## src/rtl/glitch_pkg.sv

```systemverilog
// Shared definitions for the glitch sequencer: opcodes, bus/ack codes,
// instruction field offsets and the program store FSM state type.
package glitch_pkg;

    // Instruction opcodes (op field)
    localparam logic [1:0] I2C_CHK = 2'b00;
    localparam logic [1:0] DAC_UP  = 2'b01;
    localparam logic [1:0] DELAY   = 2'b10;

    // Bus select and expected acknowledge codes
    localparam logic PRIV_BUS = 1'b1;
    localparam logic MAIN_BUS = 1'b0;
    localparam logic ACK      = 1'b0;
    localparam logic NAK      = 1'b1;

    // Field offsets of the default 12-bit instruction {op[1:0], bus, data[7:0], ack}
    localparam int OP_MSB   = 11;
    localparam int OP_LSB   = 10;
    localparam int BUS_BIT  = 9;
    localparam int DATA_MSB = 8;
    localparam int DATA_LSB = 1;
    localparam int ACK_BIT  = 0;

    // Program store sequencing states
    typedef enum logic [1:0] {
        ST_IDLE  = 2'd0,
        ST_FETCH = 2'd1,
        ST_OFFER = 2'd2,
        ST_DONE  = 2'd3
    } state_t;

endpackage

```

## src/rtl/sync_ram.sv

```systemverilog
// Simple single-write-port RAM with one registered read port (1-cycle latency).
// A read and write to the same address in one cycle returns the old contents.
module sync_ram #(
    parameter  int WIDTH = 8,
    parameter  int DEPTH = 16,
    localparam int AW    = (DEPTH > 1) ? $clog2(DEPTH) : 1
) (
    input  logic             clk,
    input  logic             rst_n,
    input  logic             i_wr_en,
    input  logic [AW-1:0]    i_wr_addr,
    input  logic [WIDTH-1:0] i_wr_data,
    input  logic             i_rd_en,
    input  logic [AW-1:0]    i_rd_addr,
    output logic [WIDTH-1:0] o_rd_data
);

    logic [WIDTH-1:0] r_mem [DEPTH];
    logic [WIDTH-1:0] r_rd_data;

    // Storage array write; contents are deliberately left unreset
    always_ff @(posedge clk) begin
        if (i_wr_en) begin
            r_mem[i_wr_addr] <= i_wr_data;
        end
    end

    // Registered read port, holds its value when no read is requested
    always_ff @(posedge clk or negedge rst_n) begin
        if (!rst_n) begin
            r_rd_data <= '0;
        end else if (i_rd_en) begin
            r_rd_data <= r_mem[i_rd_addr];
        end
    end

    assign o_rd_data = r_rd_data;

endmodule

```

## src/rtl/program_store.sv

```systemverilog
// Loadable program and delay store: the host loads instructions, delays,
// program length and loop count while idle; on start the program is streamed
// to the sequencer over valid/ready, repeated loop_cnt+1 times.
module program_store
    import glitch_pkg::*;
#(
    parameter  int INSTR_W    = 12,
    parameter  int PROG_DEPTH = 64,
    parameter  int DELAY_W    = 32,
    parameter  int NUM_DELAYS = 16,
    parameter  int LOOP_W     = 8,
    localparam int PA         = $clog2(PROG_DEPTH),
    localparam int DA         = $clog2(NUM_DELAYS)
) (
    input  logic               clk,
    input  logic               rst_n,
    input  logic               ld_instr_en,
    input  logic [PA-1:0]      ld_instr_addr,
    input  logic [INSTR_W-1:0] ld_instr_data,
    input  logic               ld_delay_en,
    input  logic [DA-1:0]      ld_delay_addr,
    input  logic [DELAY_W-1:0] ld_delay_data,
    input  logic               ld_len_en,
    input  logic [PA:0]        ld_len,
    input  logic               ld_loop_en,
    input  logic [LOOP_W-1:0]  ld_loop,
    output logic               ld_err,
    input  logic               start,
    input  logic               abort,
    output logic               busy,
    output logic               instr_valid,
    input  logic               instr_ready,
    output logic [INSTR_W-1:0] instr,
    output logic [PA-1:0]      instr_pt,
    output logic               done,
    output logic               aborted,
    input  logic               dly_rd_en,
    input  logic [7:0]         dly_rd_num,
    output logic               dly_rd_valid,
    output logic [DELAY_W-1:0] dly_rd_len
);

    localparam logic [PA:0] DEPTH_C  = (PA+1)'(PROG_DEPTH);
    localparam logic [8:0]  NUMDLY_C = 9'(NUM_DELAYS);

    state_t             r_state;
    state_t             w_state_next;
    logic [PA-1:0]      r_pc;
    logic [PA-1:0]      w_pc_next;
    logic [LOOP_W-1:0]  r_pass;
    logic [LOOP_W-1:0]  w_pass_next;
    logic [LOOP_W-1:0]  r_loop_cnt;
    logic [PA:0]        r_prog_len;
    logic               r_ld_err;
    logic               r_aborted;
    logic               r_dly_valid;
    logic               r_dly_oor;

    logic               w_idle;
    logic               w_load_any;
    logic               w_last;
    logic               w_dly_oor;
    logic [PA:0]        w_len_sat;
    logic [INSTR_W-1:0] w_instr_q;
    logic [DELAY_W-1:0] w_dly_q;

    assign w_idle     = (r_state == ST_IDLE);
    assign w_load_any = ld_instr_en | ld_delay_en | ld_len_en | ld_loop_en;
    assign w_last     = ({1'b0, r_pc} == (r_prog_len - 1'b1));
    assign w_len_sat  = (ld_len > DEPTH_C) ? DEPTH_C : ld_len;
    assign w_dly_oor  = ({1'b0, dly_rd_num} >= NUMDLY_C);

    // Instruction memory: written only while idle, read when fetching
    sync_ram #(
        .WIDTH (INSTR_W),
        .DEPTH (PROG_DEPTH)
    ) u_instr_ram (
        .clk       (clk),
        .rst_n     (rst_n),
        .i_wr_en   (ld_instr_en & w_idle),
        .i_wr_addr (ld_instr_addr),
        .i_wr_data (ld_instr_data),
        .i_rd_en   (r_state == ST_FETCH),
        .i_rd_addr (r_pc),
        .o_rd_data (w_instr_q)
    );

    // Delay table: written only while idle, looked up at any time
    sync_ram #(
        .WIDTH (DELAY_W),
        .DEPTH (NUM_DELAYS)
    ) u_delay_ram (
        .clk       (clk),
        .rst_n     (rst_n),
        .i_wr_en   (ld_delay_en & w_idle),
        .i_wr_addr (ld_delay_addr),
        .i_wr_data (ld_delay_data),
        .i_rd_en   (dly_rd_en & ~w_dly_oor),
        .i_rd_addr (dly_rd_num[DA-1:0]),
        .o_rd_data (w_dly_q)
    );

    // Program length and loop count, only loadable while idle
    always_ff @(posedge clk or negedge rst_n) begin
        if (!rst_n) begin
            r_prog_len <= '0;
            r_loop_cnt <= '0;
        end else if (w_idle) begin
            if (ld_len_en) begin
                r_prog_len <= w_len_sat;
            end
            if (ld_loop_en) begin
                r_loop_cnt <= ld_loop;
            end
        end
    end

    // Single-cycle status pulses and delay lookup bookkeeping
    always_ff @(posedge clk or negedge rst_n) begin
        if (!rst_n) begin
            r_ld_err    <= 1'b0;
            r_aborted   <= 1'b0;
            r_dly_valid <= 1'b0;
            r_dly_oor   <= 1'b0;
        end else begin
            r_ld_err    <= w_load_any & ~w_idle;
            r_aborted   <= abort & ~w_idle;
            r_dly_valid <= dly_rd_en;
            r_dly_oor   <= w_dly_oor;
        end
    end

    // Sequencer state, program counter and pass counter
    always_ff @(posedge clk or negedge rst_n) begin
        if (!rst_n) begin
            r_state <= ST_IDLE;
            r_pc    <= '0;
            r_pass  <= '0;
        end else begin
            r_state <= w_state_next;
            r_pc    <= w_pc_next;
            r_pass  <= w_pass_next;
        end
    end

    // Next-state logic; abort outranks both start and a same-cycle handshake
    always_comb begin
        w_state_next = r_state;
        w_pc_next    = r_pc;
        w_pass_next  = r_pass;
        case (r_state)
            ST_IDLE: begin
                if (start && !abort) begin
                    w_pc_next    = '0;
                    w_pass_next  = '0;
                    w_state_next = (r_prog_len == '0) ? ST_DONE : ST_FETCH;
                end
            end
            ST_FETCH: begin
                w_state_next = abort ? ST_IDLE : ST_OFFER;
            end
            ST_OFFER: begin
                if (abort) begin
                    w_state_next = ST_IDLE;
                end else if (instr_ready) begin
                    if (w_last && (r_pass == r_loop_cnt)) begin
                        w_state_next = ST_DONE;
                    end else if (w_last) begin
                        w_pass_next  = r_pass + 1'b1;
                        w_pc_next    = '0;
                        w_state_next = ST_FETCH;
                    end else begin
                        w_pc_next    = r_pc + 1'b1;
                        w_state_next = ST_FETCH;
                    end
                end
            end
            ST_DONE: begin
                w_state_next = ST_IDLE;
            end
            default: begin
                w_state_next = ST_IDLE;
            end
        endcase
    end

    assign busy         = ~w_idle;
    assign instr_valid  = (r_state == ST_OFFER);
    assign done         = (r_state == ST_DONE);
    assign instr        = w_instr_q;
    assign instr_pt     = r_pc;
    assign ld_err       = r_ld_err;
    assign aborted      = r_aborted;
    assign dly_rd_valid = r_dly_valid;
    assign dly_rd_len   = (r_dly_valid && !r_dly_oor) ? w_dly_q : '0;

endmodule

```

## config.mk

```make
export PLATFORM = sky130hd
export DESIGN_NAME = program_store
export DESIGN_NICKNAME = d
export VERILOG_FILES = /design/src/rtl/glitch_pkg.sv /design/src/rtl/sync_ram.sv /design/src/rtl/program_store.sv
export SDC_FILE = /design/constraint.sdc
export NUM_CORES = 1
export LEC_CHECK = 0
export ABC_AREA = 0
export CELL_PAD_IN_SITES_DETAIL_PLACEMENT = 1
export CELL_PAD_IN_SITES_GLOBAL_PLACEMENT = 1
export CORE_MARGIN = 2
export CORE_UTILIZATION = 55
export CTS_CLUSTER_SIZE = 12
export DETAILED_ROUTE_END_ITERATION = 10
export GPL_TIMING_DRIVEN = 0
export PLACE_DENSITY_LB_ADDON = 0.12
export SLEW_MARGIN = 40
export SYNTH_ARGS = -nofsm -noshare
export SYNTH_HDL_FRONTEND = slang
export SYNTH_SLANG_ARGS = --single-unit
```

## constraint.sdc

```tcl
create_clock -name clk -period 12.3 [get_ports clk]
set_clock_uncertainty 0.05 [all_clocks]
set_input_delay 3.69 -clock clk [delete_from_list [all_inputs] [get_ports clk]]
set_output_delay 3.69 -clock clk [all_outputs]
set_load 0.05 [all_outputs]
```

Word level (Yosys, flattened, before mapping)
Memory sizes are Yosys's and may differ from the RTL's. A register that Yosys moved wholly into a read port is not among the register bits.
Cells that the tools add are included.

cells by class
  add/subtract/negate cells = 3
  $lt $le $gt $ge = 2
  eq/ne operators = 11
  mux-type cells = 25
  bitwise operators = 10
  reductions and logical operators = 15

operator list
  kind                                                                                  count
  8-bit two-way mux                                                                     5
  32-bit two-way mux                                                                    1
  6-bit two-way mux                                                                     5
  8-bit one-hot mux with 2 select lines                                                 1
  2-bit two-way mux                                                                     6
  6-bit one-hot mux with 2 select lines                                                 1
  8-bit by 1-bit adder with 8-bit output (second input constant)                        1
  8-bit == test                                                                         1
  8-bit by 5-bit greater-or-equal comparator with 1-bit output (second input constant)  1
  2-bit one-hot mux with 4 select lines                                                 1
  6-bit by 7-bit == test with 1-bit output                                              1
  7-bit greater-than comparator (second input constant)                                 1
  7-bit logical NOT                                                                     1
  7-bit two-way mux                                                                     1
  7-bit by 1-bit subtractor with 7-bit output (second input constant)                   1
  6-bit by 1-bit adder with 6-bit output (second input constant)                        1
  2-bit by 1-bit inequality test with 1-bit output (second input constant)              3
  2-bit AND reduction                                                                   3
  6-bit AND reduction                                                                   1
  1-bit AND                                                                             5
  5-bit AND reduction                                                                   1
  2-bit == test (second input constant)                                                 2
  1-bit logical NOT                                                                     4
  1-bit two-way mux                                                                     4
  8 further kinds                                                                       14

storage, ports and cells
  bits in registers = 35
  bits in writable memories = 1,280
  input port bits = 87
  output and inout port bits = 56
  word-level logic and storage cells = 77
  memories kept = 2

memory list
  memory             depth  bits a word  read ports  clocked after Yosys merged registers in  write ports  RTL line        source
  u_instr_ram.r_mem  64     12           1           1                                        1            sync_ram.sv:18  logic [WIDTH-1:0] r_mem [DEPTH];
  u_delay_ram.r_mem  16     32           1           1                                        1            sync_ram.sv:18

Depth between registers and ports, before layout
Gate-level depths: netlist of run 1.

  depth after elaboration = 7
  mapped depth = 11
  mapped depth without buffers = 8

Hierarchy
A second synthesis of run 1 with hierarchy kept.

unflattened totals
  cell total of the unflattened synthesis = 2,468
  area, all modules = 53,144.7 sq um

by module, submodules not included
  module                   instances  cells each  area an instance (sq um)  seq. area each (sq um)
  sync_ram at u_instr_ram  1          1,355       30,123.9                  23,362.4
  sync_ram at u_delay_ram  1          876         20,788.7                  16,175.5
  program_store            1          237         2,232.1                   875.8

Worst setup path after synthesis of run 1
Ideal clock, no wire load.

  path kind = input to register
  from = input port ld_delay_en
  to = memory u_delay_ram.r_mem[0][0] (netlist bit) (enable)
  library setup time = 0.461 ns
  arrival = 6.339 ns
  required time = 11.789 ns
  slack = 5.449 ns
  stages = 3
  path buffers = 0
  cells stage by stage = nand2_1 or3_1 nor3_1

between the ends
  longest elaborated chain between the ends = 3

ends and longest elaborated chain
  element                                  RTL line             source
  start: declaration                       program_store.sv:20  input logic ld_delay_en,
  1-bit AND                                program_store.sv:95  .i_wr_en (ld_delay_en & w_idle),
  1-bit two-way mux                        sync_ram.sv:23       if (i_wr_en) begin
  1-bit two-way mux (not written as such)  sync_ram.sv:24       r_mem[i_wr_addr] <= i_wr_data;
  end: declaration                         sync_ram.sv:18

Every way passes these cells.

Worst setup path after layout of run 1
  from = register r_dly_valid (netlist: dly_rd_valid)
  to = output port dly_rd_len[29]

between the ends
  longest elaborated chain between the ends = 2

ends and longest elaborated chain
  element                   RTL line              source
  start: declaration        program_store.sv:56   logic r_dly_valid;
  start signal: assignment  program_store.sv:128  r_dly_valid <= dly_rd_en;
  1-bit logical AND         program_store.sv:195  assign dly_rd_len = (r_dly_valid && !r_dly_oor) ? w_dly_q : '0;
  32-bit two-way mux        program_store.sv:195
  end: declaration          program_store.sv:40   output logic [DELAY_W-1:0] dly_rd_len

Every way passes these cells.

==> results of run 1 <==
synthesized netlist by cell type (7+ instances only):
cell type and n:
nor3_1 12, nor2b_1 12, o221ai_1 17, buf_1 16
nand2_1 47, and2_1 36, a211o_1 7, mux2i_1 85
xor2_1 12, buf_4 14, o22ai_1 20, nand3_1 18
nor2_1 94, buf_2 27, a21o_1 9, a22o_1 11
a21oi_1 33, o21ai_0 20, a211oi_1 16, nand2b_1 14
edfxtp_1 1280, clkbuf_1 56, mux4_2 324, dfrtp_1 79
inv_1 7, buf_6 12, a22oi_1 17, mux2_2 49
per-stage QoR:
step                hold slack [ps]  std cells
floorplan                       420       2420
global placement                433       3821
detailed placement              436       3885
CTS                             450       4131
global route                    480       4133
finish                          445       4133
sequential cells by signal, summed over array words and instances, names as in the netlist:
| name | cells |
|---|---|
| aborted | 1 |
| dly_rd_valid | 1 |
| instr_pt | 6 |
| ld_err | 1 |
| r_dly_oor | 1 |
| r_loop_cnt | 8 |
| r_pass | 8 |
| r_prog_len | 7 |
| r_state | 2 |
| u_delay_ram.o_rd_data | 32 |
| u_delay_ram.r_mem | 512 |
| u_instr_ram.o_rd_data | 12 |
| u_instr_ram.r_mem | 768 |
worst max-delay path, delay by kind of cell (launching register included):
kind                   cells  cell delay, ps
buffers and inverters      2            1460
DFF                        1             350
and+or+nand+nor            2             690
final timing paths:
kind                                                from                         to  slack (ps)  cells after the start
worst min register to register  u_delay_ram.o_rd_data[6]   u_delay_ram.o_rd_data[6]         450                      1
worst min-delay path            u_delay_ram.o_rd_data[6]   u_delay_ram.o_rd_data[6]         450                      1
max in group asynchronous                          rst_n  u_delay_ram.o_rd_data[24]        8720                      2
worst max-delay path                        dly_rd_valid             dly_rd_len[29]        5310                      4
worst max register to register               instr_pt[1]   u_instr_ram.o_rd_data[3]        8440                      9
min in group asynchronous                          rst_n   u_instr_ram.o_rd_data[6]        2750                      1
placed cells by master (no fill, tap or decap), types with 37 or more instances in the layout:
cell             instances
edfxtp_1              1280
mux4_2                 324
clkbuf_16              151
clkdlybuf4s50_1        123
clkbuf_1                93
mux2i_1                 85
dfrtp_1                 79
nor2_2                  52
mux2_2                  49
buf_2                   48
nand2_1                 45
buf_4                   37
cells by family after synthesis:
group	synth area share [%]
buffers and inverters	1.28
xor gates and xnor gates	0.250
muxes	16.5
DFF	76.9
and+or+nand+nor	2.49
adders and majority gates	0.0952
AOI/OAI and AO/OA	2.47
power breakdown:
group	internal [uW]	switching [uW]
combinational	398	580
clock	2310	1740
sequential	5150	59.3
final cells by class:
cell class,instances,share of cell area [%]
Buffer,125,1.11
Clock inverter,35,0.344
Timing Repair Buffer,201,3.78
Antenna cell,1,0.00409
Tap cell,1265,2.59
Inverter,7,0.0429
Clock buffer,211,6.69
Sequential cell,1359,66.1
Multi-Input combinational cell,929,19.4
routing by layer:
metal / up-vias / global-route usage [%] / part of all wire [%]
met5: - / 0 / 0.012
met4: 4 / 9.34 / 2.9
met3: 281 / 6.91 / 9.8
met2: 1535 / 47.2 / 48
met1: 14700 / 44.4 / 40
li1: 10800 / - / -
==> results.cfg, run 1 <==
[synthesis]
synth-seq-cells = 1359
yosysWarningCount = 0
synth_top_area_share_pct = 73.1
async_reset_ff_share_pct = 5.81
ys_types = 56
yosysTopAreaCell = edfxtp_1
avgSynthCellArea_um2 = 21.7
syn_nets = 2511
ys_seq_area_share_pct = 76.9
syn_area_um2 = 52600
synthCells = 2420
synth_edf_count = 1280
synth_ff_type = edfxtp_1
synth.area.top_cells = edfxtp_1 73%, mux4_2 14%, dfrtp_1 3.8%

[sta]
max_slew_margin_pct = 33.6
worstMarginPinSlew_ps = 994
fin_ws_ps = 5310
period_minus_slack_ps = 6990
max_freq_ghz = 0.143
setup_violations = 0
rsz0062_at_grt = no
slew_violations = 0
hold_viol = 0
tns_ps = 0
finalCritPeriodShare_pct = 56.8

[detailed_routing]
ant_nets = 0
vias_per_cell = 6.61
routed-via-count = 27300
routed_wl_um = 147000
initialDrtViolationCount = 3856
route.detailed.drc = 0
drt_pass1_iterations = 5
wl_per_cell_um = 35.6

[critical_path]
criticalPathCategory = register to primary output
max_stage_delay_ps = 840
crit_arrival_ps = 3250
critPathCaptureType = primary output
required_ps = 8560
cpMaxStageDelayCell = clkdlybuf4s50_1
cp_max_fo = 10
start_kind = register
crit_chain = nor2b_1 > clkbuf_1 > and2_1 > clkdlybuf4s50_1

[placement]
placed_cell_area_um2 = 56800
io_buffers = 136
gp_congestion = 0.917
pre_cts_ws_ps = 5310
hpwl_um = 96000

[floorplanning]
die_w_um = 313
io-pin-count = 143
dieHeight_um = 313
core_um2 = 94900
die-area_um2 = 98100
fp-row-count = 113
initial_core_util_pct = 55.4

[global_route]
antenna_found_initial = 9
track_usage_pct = 30.6
grt_pass1_wl_um = 209000
grt_max_degree = 59
grt_pass1_vias = 28600
grt_overflow = 0

[power_and_ir_drop]
leakage_uw = 0.0194
p_per_area_nw_per_um2 = 167
peakVddDrop_mv = 0.171
total_power_uw = 10200

[hold_path]
min_path_type = register to register

[finish]
post-route-util_pct = 64.5
final-seq-area_um2 = 40400
num-nets-final = 2856
stdcell_area_um2 = 61200
syn_to_final_growth_pct = 16.4
multi_input_comb_area_um2 = 11900
drive_above_1_share_pct = 27.8
nFillCells = 7570

[clocking]
clk_pin_slew_ps = 60
postCtsSetupRepairBufs = 0
cts_root_buffer = clkbuf_16
clkLatencyLatePin_ps = 740
htree_levels = 4
clock_path_buffers = 3
cts_made_buffers = 142
cts_tree = yes
cts_sinks = 1359
holdBufCountCts = 0
postCtsResizedCells = 0

[flow_run]
cap_violations = 0

[outcome]
status = finished, final reports clean
(Power assumes the default switching activity.)
==> inputs of run 2 (changes only) <==
- CORE_UTILIZATION: 55 -> 49
- clock period: 12.3 -> 6.2 ns (I/O delays scaled with it)
==> run 2 against run 1 <==
  * Sequential share of layout area down 0.52 points
  * Non-clock buffer count up 9
  * Power rose by 99%
  * Sequential power increased by 98%
  * Final area grew 0.79%
  * Via count decreased by 0.29%
  * Setup slack got worse by 4200 ps
  * Combinational power rose by 99%
  * Final cell count up 3.8%
  * Critical endpoint unchanged
  * Highest routed layer unchanged
==> results.cfg, run 2 (synthesis results as in run 1) <==
[outcome]
status = finished, final reports clean

[critical_path]
cp_max_fo = 10
start_kind = register
criticalPathCategory = register to primary output
required_ps = 4290
critPathCaptureType = primary output
crit_arrival_ps = 3150

[detailed_routing]
drt_pass1_iterations = 7
route.detailed.drc = 0
routed_wl_um = 149000
vias_per_cell = 6.34
initialDrtViolationCount = 3416
ant_nets = 0
routed-via-count = 27200
wl_per_cell_um = 34.8

[clocking]
clk_pin_slew_ps = 60
cts_root_buffer = clkbuf_16
cts_tree = yes
cts_sinks = 1359
clock_path_buffers = 3
clkLatencyLatePin_ps = 740
cts_made_buffers = 145
htree_levels = 4
postCtsResizedCells = 0
holdBufCountCts = 0
postCtsSetupRepairBufs = 0

[power_and_ir_drop]
leakage_uw = 0.0195
peakVddDrop_mv = 0.264
p_per_area_nw_per_um2 = 331

[global_route]
grt_max_degree = 53
grt_pass1_vias = 28400
antenna_found_initial = 7
track_usage_pct = 27.5
grt_pass1_wl_um = 213000
grt_overflow = 0

[floorplanning]
io-pin-count = 143
core_um2 = 107000
die_w_um = 332
dieHeight_um = 332
fp-row-count = 120
die-area_um2 = 110000
initial_core_util_pct = 49.3

[sta]
slew_violations = 0
worstMarginPinSlew_ps = 906
finalCritPeriodShare_pct = 81.5
period_minus_slack_ps = 5060
max_slew_margin_pct = 39.5
hold_ws_ps = 448
hold_viol = 0
max_freq_ghz = 0.198
setup_violations = 0
rsz0062_at_grt = no

[flow_run]
cap_violations = 0

[finish]
layout_common_cells = 1,280 x edfxtp_1, 324 x mux4_2, 152 x clkbuf_16, 123 x clkdlybuf4s50_1
num-nets-final = 2868
largest_reg_flops = 768
mostFrequentLayoutCell = edfxtp_1
largest-register = u_instr_ram.r_mem
drive_above_1_share_pct = 28.8
syn_to_final_growth_pct = 17.3
post-route-util_pct = 57.8
stdcell_area_um2 = 61700
nFillCells = 8904

[placement]
io_buffers = 136
gp_congestion = 0.867
placed_cell_area_um2 = 57200
hpwl_um = 99000

[hold_path]
min_path_type = register to register
-- run 2: changes by cell type in the layout (fill, tap and decap cells not counted), moves of 3 or more --
cell	delta
nand2_2	+4
clkbuf_1	-8
a211oi_2	+3
nor2_2	-9
buf_4	+8
nand2_1	-4
buf_16	+3
nor2_4	+10
a211oi_1	-3
clkinv_1	+3
clkbuf_2	+3
clkinv_2	+9
-- run 2: through the flow --
stage	setup TNS (ps)	setup slack [ps]	total power [uW]	cells
6_report	0	1140	20400	4292
5_1_grt	0	944	20900	4290
2_1_floorplan	0	1180	11600	2420
4_1_cts	0	1040	20500	4289
3_5_place_dp	0	1180	12500	4033
3_3_place_gp	-619680	-2800	12400	3959
-- run 2: layer usage --
layer	routed length (um)	share of wire, %	GRT usage (%)
met1	63300	42	40.2
met2	69900	47	42.2
met3	12700	8.5	6.14
met4	3440	2.3	7.40
met5	23	0.015	0
-- run 2: area by class of cell --
| class | count | area [um^2] | share of cell area, % |
|---|---|---|---|
| sequential | 1359 | 40400 | 65.5 |
| multi-input combinational | 929 | 11900 | 19.4 |
| clock buffer | 209 | 4110 | 6.66 |
| timing repair buffer | 210 | 2440 | 3.96 |
| tap | 1403 | 1760 | 2.85 |
| buffer | 125 | 684 | 1.11 |
| clock inverter | 47 | 285 | 0.463 |
| inverter | 7 | 26.3 | 0.0426 |
| antenna | 3 | 7.51 | 0.0122 |
-- run 2: worst paths after layout --
check	from	to	slack (ps)	cells past startpoint
setup / recovery	dly_rd_valid	dly_rd_len[29]	1140	4
hold / removal	u_delay_ram.o_rd_data[3]	u_delay_ram.o_rd_data[3]	450	1
setup reg to reg	instr_pt[1]	u_instr_ram.o_rd_data[4]	2260	9
hold reg to reg	u_delay_ram.o_rd_data[3]	u_delay_ram.o_rd_data[3]	450	1
max in group asynchronous	rst_n	u_delay_ram.o_rd_data[15]	4470	2
min in group asynchronous	rst_n	r_prog_len[3]	990	1
-- run 2: power breakdown --
group	switching, uW	internal, uW
clock	3460	4670
combinational	1150	795
sequential	114	10200
-- run 2: critical path, stage by stage (launching register included) --
cell and delay [ps]:
dfrtp_1 340, nor2b_1 310, clkbuf_1 610, and2_1 310
clkdlybuf4s50_1 840
